==> src/rtl/mips_mc_ctrl_ws.sv <==
`default_nettype none
// ============================================================================
// Module   : mips_mc_ctrl_ws
// Purpose  : Multi-cycle MIPS control unit with memory wait-state handshake
//            and timeout, R-type/lw/sw/beq/bne/addi/j support, sticky fault
//            trap on illegal opcode/funct or memory timeout.
// Revision : 1.0 - initial release
// Options  : MIPS_PERF_CNT_EN - when defined, instr_cnt/cycle_cnt are live
//            counters; otherwise both outputs are tied to zero.
// Ports    : clk, rst (sync, active-low)
//            opcode[5:0], funct[5:0]  - instruction fields from the IR
//            mem_ready                - memory completes access this cycle
//            mem_req, memWrite        - memory handshake / write strobe
//            pc_write, branch, branch_ne, iRwrite, regWrite, IorD, regDst,
//            memToReg, aluSrc_a, aluSrc_b[1:0], pc_src[1:0], alu_cntrl[2:0]
//                                     - datapath controls
//            fault                    - sticky trap flag
//            state_o[3:0]             - current state (debug)
//            instr_cnt, cycle_cnt     - performance counters
// ============================================================================
module mips_mc_ctrl_ws #(
    parameter int MEM_TIMEOUT = 255,
    parameter int CNT_WIDTH   = 32
) (
    input  logic                 clk,
    input  logic                 rst,
    input  logic [5:0]           opcode,
    input  logic [5:0]           funct,
    input  logic                 mem_ready,
    output logic                 mem_req,
    output logic                 memWrite,
    output logic                 pc_write,
    output logic                 branch,
    output logic                 branch_ne,
    output logic                 iRwrite,
    output logic                 regWrite,
    output logic                 IorD,
    output logic                 regDst,
    output logic                 memToReg,
    output logic                 aluSrc_a,
    output logic [1:0]           aluSrc_b,
    output logic [1:0]           pc_src,
    output logic [2:0]           alu_cntrl,
    output logic                 fault,
    output logic [3:0]           state_o,
    output logic [CNT_WIDTH-1:0] instr_cnt,
    output logic [CNT_WIDTH-1:0] cycle_cnt
);

    typedef enum logic [3:0] {
        ST_FETCH    = 4'd0,
        ST_DECODE   = 4'd1,
        ST_MEMADR   = 4'd2,
        ST_MEMRD    = 4'd3,
        ST_MEMWB    = 4'd4,
        ST_MEMWR    = 4'd5,
        ST_EXECUTE  = 4'd6,
        ST_ALUWB    = 4'd7,
        ST_BRANCH   = 4'd8,
        ST_ADDIEXEC = 4'd9,
        ST_ADDIWB   = 4'd10,
        ST_JUMP     = 4'd11,
        ST_FAULT    = 4'd12
    } state_t;

    localparam logic [5:0] c_op_r    = 6'b000000;
    localparam logic [5:0] c_op_lw   = 6'b100011;
    localparam logic [5:0] c_op_sw   = 6'b101011;
    localparam logic [5:0] c_op_beq  = 6'b000100;
    localparam logic [5:0] c_op_bne  = 6'b000101;
    localparam logic [5:0] c_op_addi = 6'b001000;
    localparam logic [5:0] c_op_j    = 6'b000010;

    localparam logic [2:0] c_alu_add = 3'b010;
    localparam logic [2:0] c_alu_sub = 3'b110;
    localparam logic [2:0] c_alu_and = 3'b000;
    localparam logic [2:0] c_alu_or  = 3'b001;
    localparam logic [2:0] c_alu_slt = 3'b111;

    // Counter only needs to reach MEM_TIMEOUT-1.
    localparam int              WAIT_W      = (MEM_TIMEOUT > 1) ? $clog2(MEM_TIMEOUT) : 1;
    localparam logic [WAIT_W-1:0] c_wait_last = WAIT_W'(MEM_TIMEOUT - 1);

    state_t              state_q, state_d;
    logic [WAIT_W-1:0]   wait_cnt_q, wait_cnt_d;
    logic                funct_ok;
    logic [2:0]          funct_alu;
    logic                timeout;

    // R-type funct decode
    always_comb begin
        funct_ok  = 1'b1;
        funct_alu = c_alu_add;
        case (funct)
            6'b100000: funct_alu = c_alu_add;
            6'b100010: funct_alu = c_alu_sub;
            6'b100100: funct_alu = c_alu_and;
            6'b100101: funct_alu = c_alu_or;
            6'b101010: funct_alu = c_alu_slt;
            default:   funct_ok  = 1'b0;
        endcase
    end

    // Last allowed not-ready cycle; a simultaneous mem_ready takes priority.
    assign timeout = (MEM_TIMEOUT > 0) && (wait_cnt_q == c_wait_last) && !mem_ready;

    // Next state and Moore/handshake outputs
    always_comb begin
        state_d   = state_q;
        mem_req   = 1'b0;
        memWrite  = 1'b0;
        pc_write  = 1'b0;
        branch    = 1'b0;
        branch_ne = 1'b0;
        iRwrite   = 1'b0;
        regWrite  = 1'b0;
        IorD      = 1'b0;
        regDst    = 1'b0;
        memToReg  = 1'b0;
        aluSrc_a  = 1'b0;
        aluSrc_b  = 2'b00;
        pc_src    = 2'b00;
        alu_cntrl = 3'b000;
        fault     = 1'b0;
        case (state_q)
            ST_FETCH: begin
                mem_req   = 1'b1;
                aluSrc_b  = 2'b01;
                alu_cntrl = c_alu_add;
                pc_write  = mem_ready;
                iRwrite   = mem_ready;
                if (mem_ready)    state_d = ST_DECODE;
                else if (timeout) state_d = ST_FAULT;
            end
            ST_DECODE: begin
                aluSrc_b  = 2'b11;
                alu_cntrl = c_alu_add;
                case (opcode)
                    c_op_lw, c_op_sw:   state_d = ST_MEMADR;
                    c_op_r:             state_d = funct_ok ? ST_EXECUTE : ST_FAULT;
                    c_op_beq, c_op_bne: state_d = ST_BRANCH;
                    c_op_addi:          state_d = ST_ADDIEXEC;
                    c_op_j:             state_d = ST_JUMP;
                    default:            state_d = ST_FAULT;
                endcase
            end
            ST_MEMADR: begin
                aluSrc_a  = 1'b1;
                aluSrc_b  = 2'b10;
                alu_cntrl = c_alu_add;
                state_d   = (opcode == c_op_sw) ? ST_MEMWR : ST_MEMRD;
            end
            ST_MEMRD: begin
                mem_req = 1'b1;
                IorD    = 1'b1;
                if (mem_ready)    state_d = ST_MEMWB;
                else if (timeout) state_d = ST_FAULT;
            end
            ST_MEMWB: begin
                memToReg = 1'b1;
                regWrite = 1'b1;
                state_d  = ST_FETCH;
            end
            ST_MEMWR: begin
                mem_req  = 1'b1;
                IorD     = 1'b1;
                memWrite = 1'b1;
                if (mem_ready)    state_d = ST_FETCH;
                else if (timeout) state_d = ST_FAULT;
            end
            ST_EXECUTE: begin
                aluSrc_a  = 1'b1;
                alu_cntrl = funct_alu;
                state_d   = ST_ALUWB;
            end
            ST_ALUWB: begin
                regDst   = 1'b1;
                regWrite = 1'b1;
                state_d  = ST_FETCH;
            end
            ST_BRANCH: begin
                aluSrc_a  = 1'b1;
                alu_cntrl = c_alu_sub;
                pc_src    = 2'b01;
                branch    = (opcode == c_op_beq);
                branch_ne = (opcode == c_op_bne);
                state_d   = ST_FETCH;
            end
            ST_ADDIEXEC: begin
                aluSrc_a  = 1'b1;
                aluSrc_b  = 2'b10;
                alu_cntrl = c_alu_add;
                state_d   = ST_ADDIWB;
            end
            ST_ADDIWB: begin
                regWrite = 1'b1;
                state_d  = ST_FETCH;
            end
            ST_JUMP: begin
                pc_src   = 2'b10;
                pc_write = 1'b1;
                state_d  = ST_FETCH;
            end
            ST_FAULT: begin
                fault = 1'b1;
            end
            default: state_d = ST_FAULT;
        endcase
    end

    // Any state change clears the count, so every mem_req state is entered at 0.
    always_comb begin
        wait_cnt_d = wait_cnt_q;
        if (state_d != state_q)
            wait_cnt_d = '0;
        else if (mem_req && !mem_ready)
            wait_cnt_d = wait_cnt_q + 1'b1;
    end

    always_ff @(posedge clk) begin
        if (!rst) begin
            state_q    <= ST_FETCH;
            wait_cnt_q <= '0;
        end else begin
            state_q    <= state_d;
            wait_cnt_q <= wait_cnt_d;
        end
    end

    assign state_o = state_q;

`ifdef MIPS_PERF_CNT_EN
    logic [CNT_WIDTH-1:0] instr_cnt_q, instr_cnt_d;
    logic [CNT_WIDTH-1:0] cycle_cnt_q, cycle_cnt_d;

    always_comb begin
        instr_cnt_d = instr_cnt_q;
        cycle_cnt_d = cycle_cnt_q;
        if (state_d == ST_FETCH && state_q != ST_FETCH)
            instr_cnt_d = instr_cnt_q + 1'b1;
        if (state_q != ST_FAULT)
            cycle_cnt_d = cycle_cnt_q + 1'b1;
    end

    always_ff @(posedge clk) begin
        if (!rst) begin
            instr_cnt_q <= '0;
            cycle_cnt_q <= '0;
        end else begin
            instr_cnt_q <= instr_cnt_d;
            cycle_cnt_q <= cycle_cnt_d;
        end
    end

    assign instr_cnt = instr_cnt_q;
    assign cycle_cnt = cycle_cnt_q;
`else
    assign instr_cnt = '0;
    assign cycle_cnt = '0;
`endif

endmodule
`default_nettype wire

==> config.mk <==
export PLATFORM = sky130hd
export DESIGN_NAME = mips_mc_ctrl_ws
export DESIGN_NICKNAME = d
export VERILOG_FILES = /design/src/rtl/mips_mc_ctrl_ws.sv
export SDC_FILE = /design/constraint.sdc
export NUM_CORES = 1
export LEC_CHECK = 0
export CAP_MARGIN = 20
export CORE_MARGIN = 2
export CORE_UTILIZATION = 34
export DETAILED_ROUTE_END_ITERATION = 6
export HOLD_SLACK_MARGIN = 0.05
export PLACE_DENSITY_LB_ADDON = 0.2
export REMOVE_ABC_BUFFERS = 1
export SLEW_MARGIN = 20
export SYNTH_ARGS = -nofsm -noshare
export SYNTH_HDL_FRONTEND = slang
export SYNTH_SLANG_ARGS = --single-unit
export TNS_END_PERCENT = 20
==> constraint.sdc <==
create_clock -name clk -period 1.87 [get_ports clk]
set_clock_uncertainty 0.05 [all_clocks]
set_input_delay 0.187 -clock clk [delete_from_list [all_inputs] [get_ports clk]]
set_output_delay 0.187 -clock clk [all_outputs]
set_load 0.01 [all_outputs]
==> results.sh, run 1 <==
export IMPL_synth_common_cells="64 x buf_4, 26 x nor2_1, 12 x dfxtp_1"
export IMPL_die_area_sq_mm=0.00547
export IMPL_yosys_warnings=0
export IMPL_track_usage_pct=14.3
export IMPL_start_kind="register"
export IMPL_die_y_um=74.0
export IMPL_cts_sinks=12
export IMPL_ioPinCount=102
export IMPL_ys_ff_latch=12
export IMPL_critPathKind="register to register"
export IMPL_fmax_mhz=525
export IMPL_required_ns=1.98
export IMPL_syn_avg_cell_area_sq_um=7.47
export IMPL_port_buffers=37
export IMPL_wl_um=3980
export IMPL_hp_start="wait_cnt_q[7]"
export IMPL_gp_congestion=0.871
export IMPL_startpoint="state_o[2]"
export IMPL_cts_tree="done"
export IMPL_final_cells=376
export IMPL_yosysTopAreaCellShare_pct=28.9
export IMPL_ys_types=54
export IMPL_diodes=0
export IMPL_grt_pass1_vias=1404
export IMPL_fin_crit_sh_pct=102
export IMPL_postSynthCellCount=223
export IMPL_antenna_found_initial=0
export IMPL_crit_fanout=13
export IMPL_async_reset_ff_share_pct=0
export IMPL_dp_cells=371
export IMPL_yosysSeqAreaShare_pct=14.4
export IMPL_hold_buffers=0
export IMPL_drc=0
export IMPL_whs_ns=0.498
export IMPL_synth_flop_cell="dfxtp_1"
export IMPL_r2r_start="state_o[2]"
export IMPL_finalSetupViolCount=8
export IMPL_drtIter0Drc=45
export IMPL_overflow=0
export IMPL_clk_insertion_delay_late_ns=0.23
export IMPL_finalCriticalPeriod_ns=1.90
export IMPL_start_util_pct=35.3
export IMPL_clock_path_buffers=2
export IMPL_pwr_density_cell_mw_per_mm2=497
export IMPL_clock_root_buffer="clkbuf_8"
export IMPL_rsz0062_at_grt="yes"
export IMPL_crit_path_end_kind="register"
export IMPL_yosys_area_top_type="buf_4"
export IMPL_fin_util_pct=51.4
export IMPL_core_sq_mm=0.00472
export IMPL_ir_drop_mv=0.278
export IMPL_cp_arrival_ns=2.02
export IMPL_vias=1611
export IMPL_finalHoldViolCount=0
export IMPL_antenna_left=0
export IMPL_drt_wirelength_per_cell_um=10.6
export IMPL_synth_edff_count=0
export IMPL_setup_slack_ns=-0.0341
export IMPL_maxSlewViolCount=0
export IMPL_final_layout_size_suffix_gt1_share_pct=29.4
export IMPL_hold_class="register to register"
export IMPL_rows=25
export IMPL_fin_nets=328
export IMPL_syn_area_sq_mm=0.00167
export IMPL_fin_tns_setup_ns=-0.149
export IMPL_clock_tree_htree_level_count=1
export IMPL_firstDrtPassIters=4
export IMPL_dpl_cell_area_sq_mm=0.00226
export IMPL_die_w_um=74.0
export IMPL_violations="negative setup slack"
export IMPL_hpwlAfterDp_um=3350
export IMPL_synth_top_cells_by_area="buf_4 29%, dfxtp_1 14%, nor2_1 5.9%"
export IMPL_fin_area_sq_mm=0.00243
export IMPL_clk_pin_slew_ns=0.05
export IMPL_cts_made_buffers=3
export IMPL_synthMostInstantiatedCell="buf_4"
export IMPL_drv_max_cap_violation_count=0
export IMPL_area_growth_pct=45.8
export IMPL_total_leakage_power_uw=0.00117
export IMPL_vias_per_cell=4.28
export IMPL_outcome="finished with violations"
export IMPL_grt_pass1_wl_um=6270
export IMPL_grt_max_degree=14
[worst max-delay path: stages (launching register included)]
cell,delay [ns]
dfxtp_2,0.33
buf_12,0.14
buf_4,0.13
xnor2_1,0.14
o311a_1,0.37
nor4_4,0.33
nand3_4,0.16
a211oi_2,0.16
[sequential cells by signal (all words and copies together) (netlist names)]
signal,cells
state_o,4
wait_cnt_q,8
[metal layers]
| metal | vias up | track usage [%] | wire (um) |
|---|---|---|---|
| li1 | 824 | - | - |
| met1 | 718 | 19.2 | 1850 |
| met2 | 69 | 24.8 | 1880 |
| met3 | 0 | 2.98 | 254 |
| met4 | 0 | 0.606 | 0 |
| met5 | - | 0 | 0 |
[timing repair]
item	CTS	global route
resized for setup	36	28
pin swaps	6	11
endpoints found under the setup margin	26	18
buffers inserted	0	2
[logic make-up after synthesis]
logic type / count (synthesis) / share of synthesized area, %
AO/OA/AOI/OAI: 31 / 15.2
XOR/XNOR: 10 / 5.26
adder cells (fa/ha/maj): 2 / 1.50
buffers and inverters: 81 / 33.8
flip-flops: 12 / 14.4
multiplexers: 2 / 1.28
other: 1 / 0.225
AND/OR/NAND/NOR: 84 / 28.3
[area by class of cell]
type,instances,area [sq um]
Tap cell,67,83.8
Timing Repair Buffer,94,815
Sequential cell,12,249
Fill cell,476,2300
Clock buffer,3,41.3
Multi-Input combinational cell,193,1210
Inverter,7,26.3
[where the power goes]
part           switching [uW]  total [uW]  leakage (uW)  internal (uW)
clock network            82.8         224     0.0000216            141
registers                18.6         289     0.0000991            270
logic                     347         693       0.00104            345
[final timing paths]
kind	end	slack [ns]	depth (start not counted)
hold / removal	wait_cnt_q[7]	0.50	2
setup reg to reg	wait_cnt_q[1]	-0.03	7
setup / recovery	wait_cnt_q[1]	-0.03	7
hold reg to reg	wait_cnt_q[7]	0.50	2
[cells in the final DEF (no fill, tap or decap), types with 3 or more instances in the layout]
| cell | n |
|---|---|
| dlymetal6s2s_1 | 6 |
| o21ai_0 | 7 |
| a21oi_1 | 4 |
| nor4_1 | 3 |
| buf_4 | 53 |
| clkdlybuf4s50_1 | 13 |
| nor2_1 | 24 |
| nand4_1 | 5 |
| xor2_1 | 5 |
| inv_1 | 7 |
| nand2_1 | 11 |
| dlygate4sd2_1 | 13 |
| xnor2_1 | 5 |
| nand3_1 | 5 |
| nand2b_1 | 5 |
| conb_1 | 64 |
| dfxtp_1 | 9 |
| nor3_1 | 3 |
| clkbuf_8 | 3 |
[metrics by stage]
step	total power [uW]	worst slack [ns]
after floorplan	605	-0.340
after global placement	953	-0.519
after detailed placement	955	-0.545
after CTS	1180	-0.193
after global routing	1290	-0.159
final	1210	-0.0341
Note: power is estimated with default switching activity, not from simulation.
==> inputs of run 2 (changes only) <==
==> constraint.sdc (replaced) <==
create_clock -name clk -period 1.87 [get_ports clk]
set_clock_uncertainty 0.05 [all_clocks]
set_input_delay 0.187 -clock clk [delete_from_list [all_inputs] [get_ports clk]]
set_output_delay 0.187 -clock clk [all_outputs]
set_load 0.05 [all_outputs]
==> results.sh, run 2 (synthesized netlist as in run 1, its figures left out) <==
export IMPL_outcome="finished with violations"
export IMPL_violations="negative setup slack"
export IMPL_dpl_cell_area_sq_mm=0.00239
export IMPL_pwr_density_cell_mw_per_mm2=675
export IMPL_required_ns=1.63
export IMPL_final_layout_size_suffix_gt1_share_pct=39.2
export IMPL_fin_nets=329
export IMPL_pre_cts_slack_ns=-0.479
export IMPL_layout_common_cells="64 x conb_1, 55 x buf_4, 21 x nor2_1"
export IMPL_clk_insertion_delay_late_ns=0.24
export IMPL_finalCriticalPeriod_ns=2.02
export IMPL_ioPinCount=102
export IMPL_rr_worst_depth=7
export IMPL_crit_end="branch_ne"
export IMPL_hpwlAfterDp_um=3360
export IMPL_rsz0062_at_grt="yes"
export IMPL_cts_made_buffers=3
export IMPL_drt_wirelength_per_cell_um=11.5
export IMPL_vias=1674
export IMPL_area_growth_pct=62.5
export IMPL_ir_drop_mv=0.451
export IMPL_r2r_setup_slack_ns=-0.12
export IMPL_gp_congestion=0.832
export IMPL_grt_max_degree=14
export IMPL_crit_top_cell="buf_4"
export IMPL_cp_arrival_ns=1.78
export IMPL_die_y_um=74.0
export IMPL_hold_class="register to register"
export IMPL_r2r_end="wait_cnt_q[1]"
export IMPL_core_sq_mm=0.00472
export IMPL_path_cells="buf_4 > or3_4 > nor4b_4 > buf_4 > buf_12"
export IMPL_overflow=0
export IMPL_r2r_start="state_o[2]"
export IMPL_die_w_um=74.0
export IMPL_antenna_left=0
export IMPL_grt_pass1_vias=1498
export IMPL_crit_fanout=13
export IMPL_rows=25
export IMPL_diodes=0
export IMPL_top_register="wait_cnt_q"
export IMPL_fin_area_sq_mm=0.00271
export IMPL_path_delay_family="simple AND/OR/NAND/NOR gates"
export IMPL_fin_util_pct=57.3
export IMPL_drv_max_cap_violation_count=0
export IMPL_finalHoldViolCount=0
export IMPL_whs_ns=0.484
export IMPL_track_usage_pct=15.7
export IMPL_setup_slack_ns=-0.150
export IMPL_die_area_sq_mm=0.00547
export IMPL_cts_tree="done"
export IMPL_grt_pass1_wl_um=6920
export IMPL_startpoint="state_o[1]"
export IMPL_firstDrtPassIters=4
export IMPL_path_depth=5
export IMPL_path_buf_inv=3
export IMPL_clk_pin_slew_ns=0.05
export IMPL_fillCellCount=420
export IMPL_total_leakage_power_uw=0.00120
export IMPL_fin_tns_setup_ns=-0.640
export IMPL_crit_path_end_kind="output pin"
export IMPL_fin_crit_sh_pct=108
export IMPL_clock_path_buffers=2
export IMPL_maxSlewViolCount=0
export IMPL_largest_register_ff_count=8
export IMPL_critPathKind="register to output pin"
export IMPL_final_common_cell="conb_1"
export IMPL_finalSetupViolCount=11
export IMPL_fmax_mhz=495
export IMPL_crit_slowest_cell="or3_4"
export IMPL_clock_root_buffer="clkbuf_8"
export IMPL_wl_um=4350
export IMPL_cp_slowest_stage_delay_ns=0.41
export IMPL_cts_sinks=12
export IMPL_drtIter0Drc=61
export IMPL_port_buffers=37
export IMPL_vias_per_cell=4.43
export IMPL_start_util_pct=35.3
export IMPL_drc=0
export IMPL_clock_tree_htree_level_count=1
export IMPL_start_kind="register"
export IMPL_antenna_found_initial=0
export IMPL_hp_start="wait_cnt_q[7]"
-- run 2: report_power, final --
part	switching (uW)	internal, uW
sequential	26.2	271
combinational	765	487
clock	90.7	186
-- run 2: worst reg2reg max path: stages, from the launching register on --
cell      delay, ns
dfxtp_4        0.37
buf_6          0.13
buf_8          0.13
xnor2_4        0.14
o311a_1        0.36
nor4_4         0.33
nand3_4        0.17
a211oi_2       0.22
-- run 2: what timing repair did --
action                     4_1_cts  5_1_grt
setup endpoints to repair       22       19
hold endpoints to repair         0        0
hold buffers                     0        0
pin swaps                       14       13
setup buffers                    5        2
resized for setup               25       26
-- run 2: area by class of cell --
| cell class | count | area [sq um] | area share (%) |
|---|---|---|---|
| inverters | 7 | 26.3 | 0.971 |
| clock buffers | 4 | 55.1 | 2.03 |
| repair buffers | 95 | 1020 | 37.9 |
| multi-input cells | 193 | 1270 | 46.8 |
| flip-flops and latches | 12 | 250 | 9.25 |
| well taps | 67 | 83.8 | 3.10 |
-- run 2: worst min path at each step --
stage | endpoint | slack (ns) | cells after the start
3_5_place_dp | wait_cnt_q[7] | 0.46 | 2
2_1_floorplan | state_o[1] | 0.30 | 2
5_1_grt | wait_cnt_q[7] | 0.54 | 2
6_report | wait_cnt_q[7] | 0.48 | 2
4_1_cts | wait_cnt_q[7] | 0.48 | 2
3_3_place_gp | wait_cnt_q[7] | 0.45 | 2
-- run 2: metrics by stage --
step	cells	power [uW]
3_3_place_gp	367	1420
5_1_grt	378	1910
3_5_place_dp	367	1420
4_1_cts	376	1760
6_report	378	1830
2_1_floorplan	212	982
-- run 2: metal layers --
layer  up-vias  GRT usage [%]  wire (um)  share of wire (%)
li1        817              -          -                  -
met1       782           20.8       1870                 43
met2        75           28.2       2190                 50
met3         0           2.71        300                6.9
met4         0          0.606          0                  0
met5         -              0          0                  0
==> inputs of run 3 (changes only) <==
--- a/config.mk
+++ b/config.mk
@@ -5,6 +5,7 @@
 export SDC_FILE = /design/constraint.sdc
 export NUM_CORES = 1
 export LEC_CHECK = 0
+export ABC_CLOCK_PERIOD_IN_PS = 1870
 export CAP_MARGIN = 20
 export CORE_MARGIN = 2
 export CORE_UTILIZATION = 34
==> results of run 3 <==
The final DEF is identical to that of run 2; final timing and power are the same.
